**src/rtl/regfile_access_ctrl_if.sv**
```systemverilog
// Command/write-data/response streams plus the Register_File port bundle for regfile_access_ctrl.
interface regfile_access_ctrl_if #(
  parameter int DATA_WIDTH = 16,
  parameter int ADDR_WIDTH = 3
);
  logic                  cmd_valid;
  logic                  cmd_ready;
  logic                  cmd_write;
  logic [ADDR_WIDTH-1:0] cmd_addr;
  logic [ADDR_WIDTH-1:0] cmd_len;
  logic                  wdata_valid;
  logic                  wdata_ready;
  logic [DATA_WIDTH-1:0] wdata;
  logic                  rsp_valid;
  logic                  rsp_ready;
  logic [DATA_WIDTH-1:0] rsp_data;
  logic                  rsp_last;
  logic                  verify_err;
  logic                  RF_WrEn;
  logic                  RF_RdEn;
  logic [ADDR_WIDTH-1:0] RF_Address;
  logic [DATA_WIDTH-1:0] RF_WrData;
  logic [DATA_WIDTH-1:0] RF_RdData;

  modport slave (
    input  cmd_valid, cmd_write, cmd_addr, cmd_len, wdata_valid, wdata, rsp_ready, RF_RdData,
    output cmd_ready, wdata_ready, rsp_valid, rsp_data, rsp_last, verify_err,
           RF_WrEn, RF_RdEn, RF_Address, RF_WrData
  );

  modport master (
    output cmd_valid, cmd_write, cmd_addr, cmd_len, wdata_valid, wdata, rsp_ready, RF_RdData,
    input  cmd_ready, wdata_ready, rsp_valid, rsp_data, rsp_last, verify_err,
           RF_WrEn, RF_RdEn, RF_Address, RF_WrData
  );
endinterface

```
**src/rtl/regfile_access_ctrl.sv**
```systemverilog
// Burst command sequencer in front of Register_File; one command in flight, all outputs registered.
// Optional READBACK_VERIFY_EN: read back every written beat and flag mismatches.
module regfile_access_ctrl #(
  parameter int DATA_WIDTH = 16,
  parameter int ADDR_WIDTH = 3
) (
  input  logic                 CLK,
  input  logic                 RST,
  regfile_access_ctrl_if.slave bus
);

  typedef enum logic [2:0] {
    IDLE, WR_ACCEPT, WR_ISSUE, RD_ISSUE, RD_CAPTURE, RESP, VF_ISSUE, VF_CAPTURE
  } state_t;

  state_t                state;
  logic                  isWrite;
  logic [ADDR_WIDTH-1:0] curAddr;
  logic [ADDR_WIDTH-1:0] beatsLeft;
  logic [ADDR_WIDTH:0]   beatCnt;
  logic                  cmdErr;
  logic                  beatErr;
  logic [DATA_WIDTH-1:0] ackWord;

`ifdef READBACK_VERIFY_EN
  // RF_WrData still holds the beat just written while its readback is captured.
  assign beatErr = (bus.RF_RdData != bus.RF_WrData);
`else
  assign beatErr = 1'b0;
`endif

  always_comb begin
    ackWord                 = '0;
    ackWord[ADDR_WIDTH:0]   = beatCnt;
    ackWord[DATA_WIDTH-1]   = cmdErr | beatErr;
  end

  always_ff @(posedge CLK or negedge RST) begin
    if (!RST) begin
      state           <= IDLE;
      isWrite         <= 1'b0;
      curAddr         <= '0;
      beatsLeft       <= '0;
      beatCnt         <= '0;
      cmdErr          <= 1'b0;
      bus.cmd_ready   <= 1'b1;
      bus.wdata_ready <= 1'b0;
      bus.rsp_valid   <= 1'b0;
      bus.rsp_data    <= '0;
      bus.rsp_last    <= 1'b0;
      bus.verify_err  <= 1'b0;
      bus.RF_WrEn     <= 1'b0;
      bus.RF_RdEn     <= 1'b0;
      bus.RF_Address  <= '0;
      bus.RF_WrData   <= '0;
    end else begin
      case (state)
        IDLE: if (bus.cmd_valid) begin
          isWrite       <= bus.cmd_write;
          curAddr       <= bus.cmd_addr;
          beatsLeft     <= bus.cmd_len;
          beatCnt       <= '0;
          cmdErr        <= 1'b0;
          bus.cmd_ready <= 1'b0;
          if (bus.cmd_write) begin
            bus.wdata_ready <= 1'b1;
            state           <= WR_ACCEPT;
          end else begin
            bus.RF_RdEn    <= 1'b1;
            bus.RF_Address <= bus.cmd_addr;
            state          <= RD_ISSUE;
          end
        end
        WR_ACCEPT: if (bus.wdata_valid) begin
          bus.wdata_ready <= 1'b0;
          bus.RF_WrData   <= bus.wdata;
          bus.RF_Address  <= curAddr;
          bus.RF_WrEn     <= 1'b1;
          beatCnt         <= beatCnt + 1'b1;
          state           <= WR_ISSUE;
        end
`ifdef READBACK_VERIFY_EN
        WR_ISSUE: begin
          bus.RF_WrEn <= 1'b0;
          bus.RF_RdEn <= 1'b1;
          state       <= VF_ISSUE;
        end
        VF_ISSUE: begin
          bus.RF_RdEn <= 1'b0;
          state       <= VF_CAPTURE;
        end
        VF_CAPTURE: begin
          if (beatErr) begin
            bus.verify_err <= 1'b1;
            cmdErr         <= 1'b1;
          end
`else
        WR_ISSUE: begin
          bus.RF_WrEn <= 1'b0;
`endif
          if (beatsLeft != '0) begin
            beatsLeft       <= beatsLeft - 1'b1;
            curAddr         <= curAddr + 1'b1;
            bus.wdata_ready <= 1'b1;
            state           <= WR_ACCEPT;
          end else begin
            bus.rsp_valid <= 1'b1;
            bus.rsp_data  <= ackWord;
            bus.rsp_last  <= 1'b1;
            state         <= RESP;
          end
        end
        RD_ISSUE: begin
          bus.RF_RdEn <= 1'b0;
          state       <= RD_CAPTURE;
        end
        RD_CAPTURE: begin
          bus.rsp_data  <= bus.RF_RdData;
          bus.rsp_valid <= 1'b1;
          bus.rsp_last  <= (beatsLeft == '0);
          state         <= RESP;
        end
        RESP: if (bus.rsp_ready) begin
          bus.rsp_valid <= 1'b0;
          bus.rsp_last  <= 1'b0;
          bus.rsp_data  <= '0;
          if (!isWrite && beatsLeft != '0) begin
            beatsLeft      <= beatsLeft - 1'b1;
            curAddr        <= curAddr + 1'b1;
            bus.RF_Address <= curAddr + 1'b1;
            bus.RF_RdEn    <= 1'b1;
            state          <= RD_ISSUE;
          end else begin
            bus.cmd_ready <= 1'b1;
            state         <= IDLE;
          end
        end
        default: state <= IDLE;
      endcase
    end
  end

endmodule

```
**src/flat_wrapper.sv**
```systemverilog
// flat-port wrapper written by rule: the top's interface ports become plain ports
module regfile_access_ctrl_flat 
#(
  parameter int DATA_WIDTH = 16,
  parameter int ADDR_WIDTH = 3
)
  (CLK, RST, bus_cmd_valid, bus_cmd_write, bus_cmd_addr, bus_cmd_len, bus_wdata_valid, bus_wdata, bus_rsp_ready, bus_RF_RdData, bus_cmd_ready, bus_wdata_ready, bus_rsp_valid, bus_rsp_data, bus_rsp_last, bus_verify_err, bus_RF_WrEn, bus_RF_RdEn, bus_RF_Address, bus_RF_WrData);
  regfile_access_ctrl_if #(.DATA_WIDTH(DATA_WIDTH), .ADDR_WIDTH(ADDR_WIDTH)) bus_i ();
  input  logic CLK;
  input  logic RST;
  input wire logic [$bits(bus_i.cmd_valid)-1:0] bus_cmd_valid;
  input wire logic [$bits(bus_i.cmd_write)-1:0] bus_cmd_write;
  input wire logic [$bits(bus_i.cmd_addr)-1:0] bus_cmd_addr;
  input wire logic [$bits(bus_i.cmd_len)-1:0] bus_cmd_len;
  input wire logic [$bits(bus_i.wdata_valid)-1:0] bus_wdata_valid;
  input wire logic [$bits(bus_i.wdata)-1:0] bus_wdata;
  input wire logic [$bits(bus_i.rsp_ready)-1:0] bus_rsp_ready;
  input wire logic [$bits(bus_i.RF_RdData)-1:0] bus_RF_RdData;
  output wire logic [$bits(bus_i.cmd_ready)-1:0] bus_cmd_ready;
  output wire logic [$bits(bus_i.wdata_ready)-1:0] bus_wdata_ready;
  output wire logic [$bits(bus_i.rsp_valid)-1:0] bus_rsp_valid;
  output wire logic [$bits(bus_i.rsp_data)-1:0] bus_rsp_data;
  output wire logic [$bits(bus_i.rsp_last)-1:0] bus_rsp_last;
  output wire logic [$bits(bus_i.verify_err)-1:0] bus_verify_err;
  output wire logic [$bits(bus_i.RF_WrEn)-1:0] bus_RF_WrEn;
  output wire logic [$bits(bus_i.RF_RdEn)-1:0] bus_RF_RdEn;
  output wire logic [$bits(bus_i.RF_Address)-1:0] bus_RF_Address;
  output wire logic [$bits(bus_i.RF_WrData)-1:0] bus_RF_WrData;
  assign bus_i.cmd_valid = bus_cmd_valid;
  assign bus_i.cmd_write = bus_cmd_write;
  assign bus_i.cmd_addr = bus_cmd_addr;
  assign bus_i.cmd_len = bus_cmd_len;
  assign bus_i.wdata_valid = bus_wdata_valid;
  assign bus_i.wdata = bus_wdata;
  assign bus_i.rsp_ready = bus_rsp_ready;
  assign bus_i.RF_RdData = bus_RF_RdData;
  assign bus_cmd_ready = bus_i.cmd_ready;
  assign bus_wdata_ready = bus_i.wdata_ready;
  assign bus_rsp_valid = bus_i.rsp_valid;
  assign bus_rsp_data = bus_i.rsp_data;
  assign bus_rsp_last = bus_i.rsp_last;
  assign bus_verify_err = bus_i.verify_err;
  assign bus_RF_WrEn = bus_i.RF_WrEn;
  assign bus_RF_RdEn = bus_i.RF_RdEn;
  assign bus_RF_Address = bus_i.RF_Address;
  assign bus_RF_WrData = bus_i.RF_WrData;
  regfile_access_ctrl #(.DATA_WIDTH(DATA_WIDTH), .ADDR_WIDTH(ADDR_WIDTH)) u_core (.CLK(CLK), .RST(RST), .bus(bus_i));
endmodule
```
**config.mk**
```make
export PLATFORM = sky130hd
export DESIGN_NAME = regfile_access_ctrl_flat
export DESIGN_NICKNAME = d
export VERILOG_FILES = /design/src/rtl/regfile_access_ctrl_if.sv /design/src/rtl/regfile_access_ctrl.sv /design/src/flat_wrapper.sv
export SDC_FILE = /design/constraint.sdc
export NUM_CORES = 1
export LEC_CHECK = 0
export BUFFER_PORTS_ARGS = -buffer_cell sky130_fd_sc_hd__buf_4
export CAP_MARGIN = 30
export CORE_MARGIN = 4
export CORE_UTILIZATION = 45
export CTS_BUF_LIST = sky130_fd_sc_hd__clkbuf_8
export DETAILED_ROUTE_END_ITERATION = 8
export HOLD_SLACK_MARGIN = 0.1
export PLACE_DENSITY_LB_ADDON = 0.12
export SYNTH_ARGS = -nofsm -noshare
export SYNTH_HDL_FRONTEND = slang
export SYNTH_SLANG_ARGS = --single-unit
export TNS_END_PERCENT = 10
```
**constraint.sdc**
```tcl
create_clock -name CLK -period 2.01 [get_ports CLK]
set_clock_uncertainty 0.05 [all_clocks]
set_input_delay 0 -clock CLK [delete_from_list [all_inputs] [get_ports CLK]]
set_output_delay 0 -clock CLK [all_outputs]
set_load 0.05 [all_outputs]
```
==> reports/qor.yml <==
outcome:
  outcome: "finished clean"
cts:
  clk_path_buf_depth: 2
  cts_root_buf: "clkbuf_8"
  clk_latency_ns: 0.31
  cts-buffers-inserted: 5
  clkTransAtPathRegs_ns: 0.10
  cts_sinks: 55
  cts_tree: "done"
  h-tree-depth: 2
critical_path:
  worst-r2r-setup-slack_ns: 0.11
  r2r-end: "u_core.beatsLeft[0]$_DFFE_PN0P_"
  critPathLaunch: "u_core.beatsLeft[0]$_DFFE_PN0P_"
  cp.arrival_ns: 2.05
  crit_type: "reg -> reg"
  crit_path_max_fanout: 6
  worstSetupEndpoint: "u_core.beatsLeft[0]$_DFFE_PN0P_"
  cp_slowest_cell: "dfrtp_1"
  path_cells: "inv_1, ha_1, ha_1, nor2_2, nand2_1, a21boi_4, mux2_2"
  crit_path_end_kind: "flip-flop"
  required_ns: 2.15
  crit_path_start_kind: "flip-flop"
  r2r-start: "u_core.beatsLeft[0]$_DFFE_PN0P_"
  rr_worst_depth: 7
  crit_top_cell: "ha_1"
  cp_slowest_stage_delay_ns: 0.38
synthesis:
  ys_seq_elements: 55
  synth.yosys.seq_area_share_pct: 49.7
  syn_inst: 254
  synth_edf_count: 0
  syn_avg_cell_area_um2: 10.9
  synth_simple_gate_area_share_pct: 12.2
  yosysWarningCount: 1
  syn-num-nets: 302
  synth_area_um2: 2770
  synth_fa_ha_area_share_pct: 1.80
  yosys.cell_types.count: 47
  synth_top_family_by_area: "compound AO/OA/AOI/OAI gates"
  synth_xor_area_share_pct: 1.26
  synth_mux_area_share_pct: 12.2
  synthArstFlopShare_pct: 100
  synth_compound_area_share_pct: 17.5
  synth-main-ff-cell: "dfrtp_1"
floorplanning:
  row_count: 28
  dieArea_um2: 7480
  core_area_um2: 5960
  io_pins: 86
  die-height_um: 86.5
  die_x_um: 86.5
  initial_utilization_pct: 46.6
layout:
  area.growth.synth_to_final_pct: 45.6
  post-route-cell-area_um2: 4040
  antennaDiodeCount: 0
  drive_gt1_share_pct: 39.2
  fin_cells: 460
  final_nets: 432
place:
  place_congestion: 0.807
  dp_cells: 411
  placedInstanceArea_um2: 3520
  numPortBuffers: 84
  dp_hpwl_um: 4540
timing:
  min_period_over_period_pct: 94.7
  fin_tns_setup_ns: 0
  slew_headroom_pct: 54.7
  report.final.slew_viol_count: 0
  hold_violations: 0
  whs_ns: 0.157
  min_period_ns: 1.90
  rsz0062_at_grt: "false"
  setup_viol: 0
  tightest_slew_ns: 0.679
  max_freq_ghz: 0.525
grt:
  grt_max_degree: 56
  globalRouteMet2Util_pct: 32.1
  top_usage_layer: "met2"
  grt_pass1_vias: 2477
  grt_overflow: 0
  gr-usage-met1_pct: 25.1
  grt_pass1_wl_um: 11500
  track_usage_pct: 19.1
  grt_util_met3_pct: 4.66
  grt_antenna_before_repair: 0
routing:
  routedWlPerCell_um: 14.8
  drtAntennaViolNets: 0
  via_count: 2397
  route.detailed.drc: 0
  dr.first_iter.drc_count: 110
  routed_wl_um: 6800
  dr.pass1.iters: 4
  routed_via_density: 5.21
worst_hold_path:
  hold_class: "in -> reg"
power:
  powerDensity_nw_per_um2: 1740
  vdd.ir_drop.worst_uv: 1050
  leakagePower_nw: 1.90
run:
  cap_violations: 0
kinds of logic (layout without fill, tap and decap cells):
logic type | after synthesis | after routing
DFF | 55 | 55
buffers and inverters | 29 | 160
AOI/OAI and AO/OA | 69 | 69
muxes | 30 | 30
other | 1 | 1
xor gates and xnor gates | 4 | 4
adders and majority gates | 4 | 4
and+or+nand+nor | 62 | 62
layout make-up:
cell class / count / area (µm²)
Timing Repair Buffer: 141 / 1160
Inverter: 11 / 41.3
Sequential cell: 55 / 1380
Clock buffer: 5 / 68.8
Fill cell: 447 / 1920
Clock inverter: 3 / 22.5
Tap cell: 75 / 93.8
Multi-Input combinational cell: 170 / 1270
Yosys cell counts (3+ instances only):
master | number | area (µm²)
a211oi_1 | 4 | 30.0
a21oi_1 | 13 | 65.1
a22o_1 | 14 | 123
a32o_1 | 3 | 30.0
buf_2 | 13 | 65.1
buf_4 | 3 | 22.5
dfrtp_1 | 54 | 1350
ha_1 | 4 | 50.1
inv_1 | 11 | 41.3
mux2_2 | 27 | 304
nand2_1 | 20 | 75.1
nand2b_1 | 4 | 25.0
nor2_1 | 5 | 18.8
nor2b_1 | 9 | 56.3
nor3_1 | 8 | 40.0
nor3b_1 | 5 | 37.5
o21ai_0 | 14 | 70.1
o22ai_1 | 5 | 31.3
timing repair:
item                                    CTS  global route
gates resized for setup                   0            10
endpoints found under the hold margin    99             0
setup buffers                             0             1
hold buffers                             40             0
endpoints found under the setup margin    0            25
worst max-delay path, delay by kind of cell, from the launching register on:
| family | cells | cell delay [ns] |
|---|---|---|
| fa+ha+maj | 2 | 0.41 |
| flops | 1 | 0.38 |
| mux | 1 | 0.38 |
| compound gates | 1 | 0.26 |
| simple gates | 2 | 0.25 |
| buf+inv | 1 | 0.06 |
where the power goes:
part	switching [mW]	internal [mW]	leakage (nW)	total [mW]
clock	0.365	0.250	0.0485	0.615
sequential	0.411	1.65	0.666	2.07
combinational	2.64	1.72	1.18	4.35
metrics by stage:
step	power, mW	worst slack (ns)	util [%]
3_5_place_dp	6.32	0.0267	59.0
4_1_cts	7.01	0.0148	67.3
2_1_floorplan	5.09	0.134	-
5_1_grt	7.51	0.00993	67.8
3_3_place_gp	6.25	0.0921	59.0
6_report	7.04	0.106	67.8
metal layers:
metal / wire length, µm / vias to the layer above
met5: 0 / -
met4: 45 / 0
met3: 448 / 5
met2: 3310 / 68
met1: 2990 / 1152
li1: - / 1172
flip-flops by register name (all words and copies together) (netlist names):
name / cells
u_core.bus.rsp_last: 1
u_core.bus.RF_Address: 3
u_core.curAddr: 3
u_core.isWrite: 1
u_core.beatsLeft: 3
u_core.bus.cmd_ready: 1
u_core.state: 3
u_core.bus.RF_RdEn: 1
u_core.bus.RF_WrData: 16
u_core.bus.RF_WrEn: 1
u_core.bus.rsp_data: 16
u_core.bus.rsp_valid: 1
u_core.beatCnt: 4
u_core.bus.wdata_ready: 1
cell usage in the layout (no fill, tap or decap), drive strengths merged, types with 2 or more instances in the layout:
| master | netlist | layout |
|---|---|---|
| buf | 17 | 101 |
| nand2 | 20 | 20 |
| nand3 | 2 | 2 |
| and3b | 2 | 2 |
| xnor2 | 2 | 2 |
| nor3b | 5 | 5 |
| inv | 11 | 12 |
| a22o | 14 | 14 |
| or2 | 2 | 2 |
| nand2b | 4 | 4 |
| nor3 | 8 | 8 |
| o21ai | 15 | 15 |
| clkbuf | 1 | 5 |
| a21o | 2 | 2 |
| xor2 | 2 | 2 |
| clkinv | 0 | 2 |
| mux2 | 28 | 28 |
| mux2i | 2 | 2 |
| o22ai | 5 | 5 |
| dfrtp | 54 | 54 |
| a32o | 3 | 3 |
| o2bb2ai | 2 | 2 |
| a21oi | 13 | 13 |
| ha | 4 | 4 |
| nand3b | 2 | 2 |
| a211oi | 4 | 4 |
| nor2 | 5 | 5 |
| nor2b | 9 | 9 |
| dlygate4sd3 | 0 | 40 |
how the worst min path moves through the flow:
stage                   startpoint                               to  depth (start not counted)
floorplan                      RST    u_core.beatCnt[0]$_DFFE_PN0P_                          0
global placement               RST    u_core.curAddr[0]$_DFFE_PN0P_                          1
detailed placement             RST  u_core.beatsLeft[2]$_DFFE_PN0P_                          1
CTS                 bus_cmd_len[2]  u_core.beatsLeft[2]$_DFFE_PN0P_                          4
global route        bus_cmd_len[2]  u_core.beatsLeft[2]$_DFFE_PN0P_                          4
finish              bus_cmd_len[2]  u_core.beatsLeft[2]$_DFFE_PN0P_                          4
Note: power is estimated with default switching activity, not from simulation.
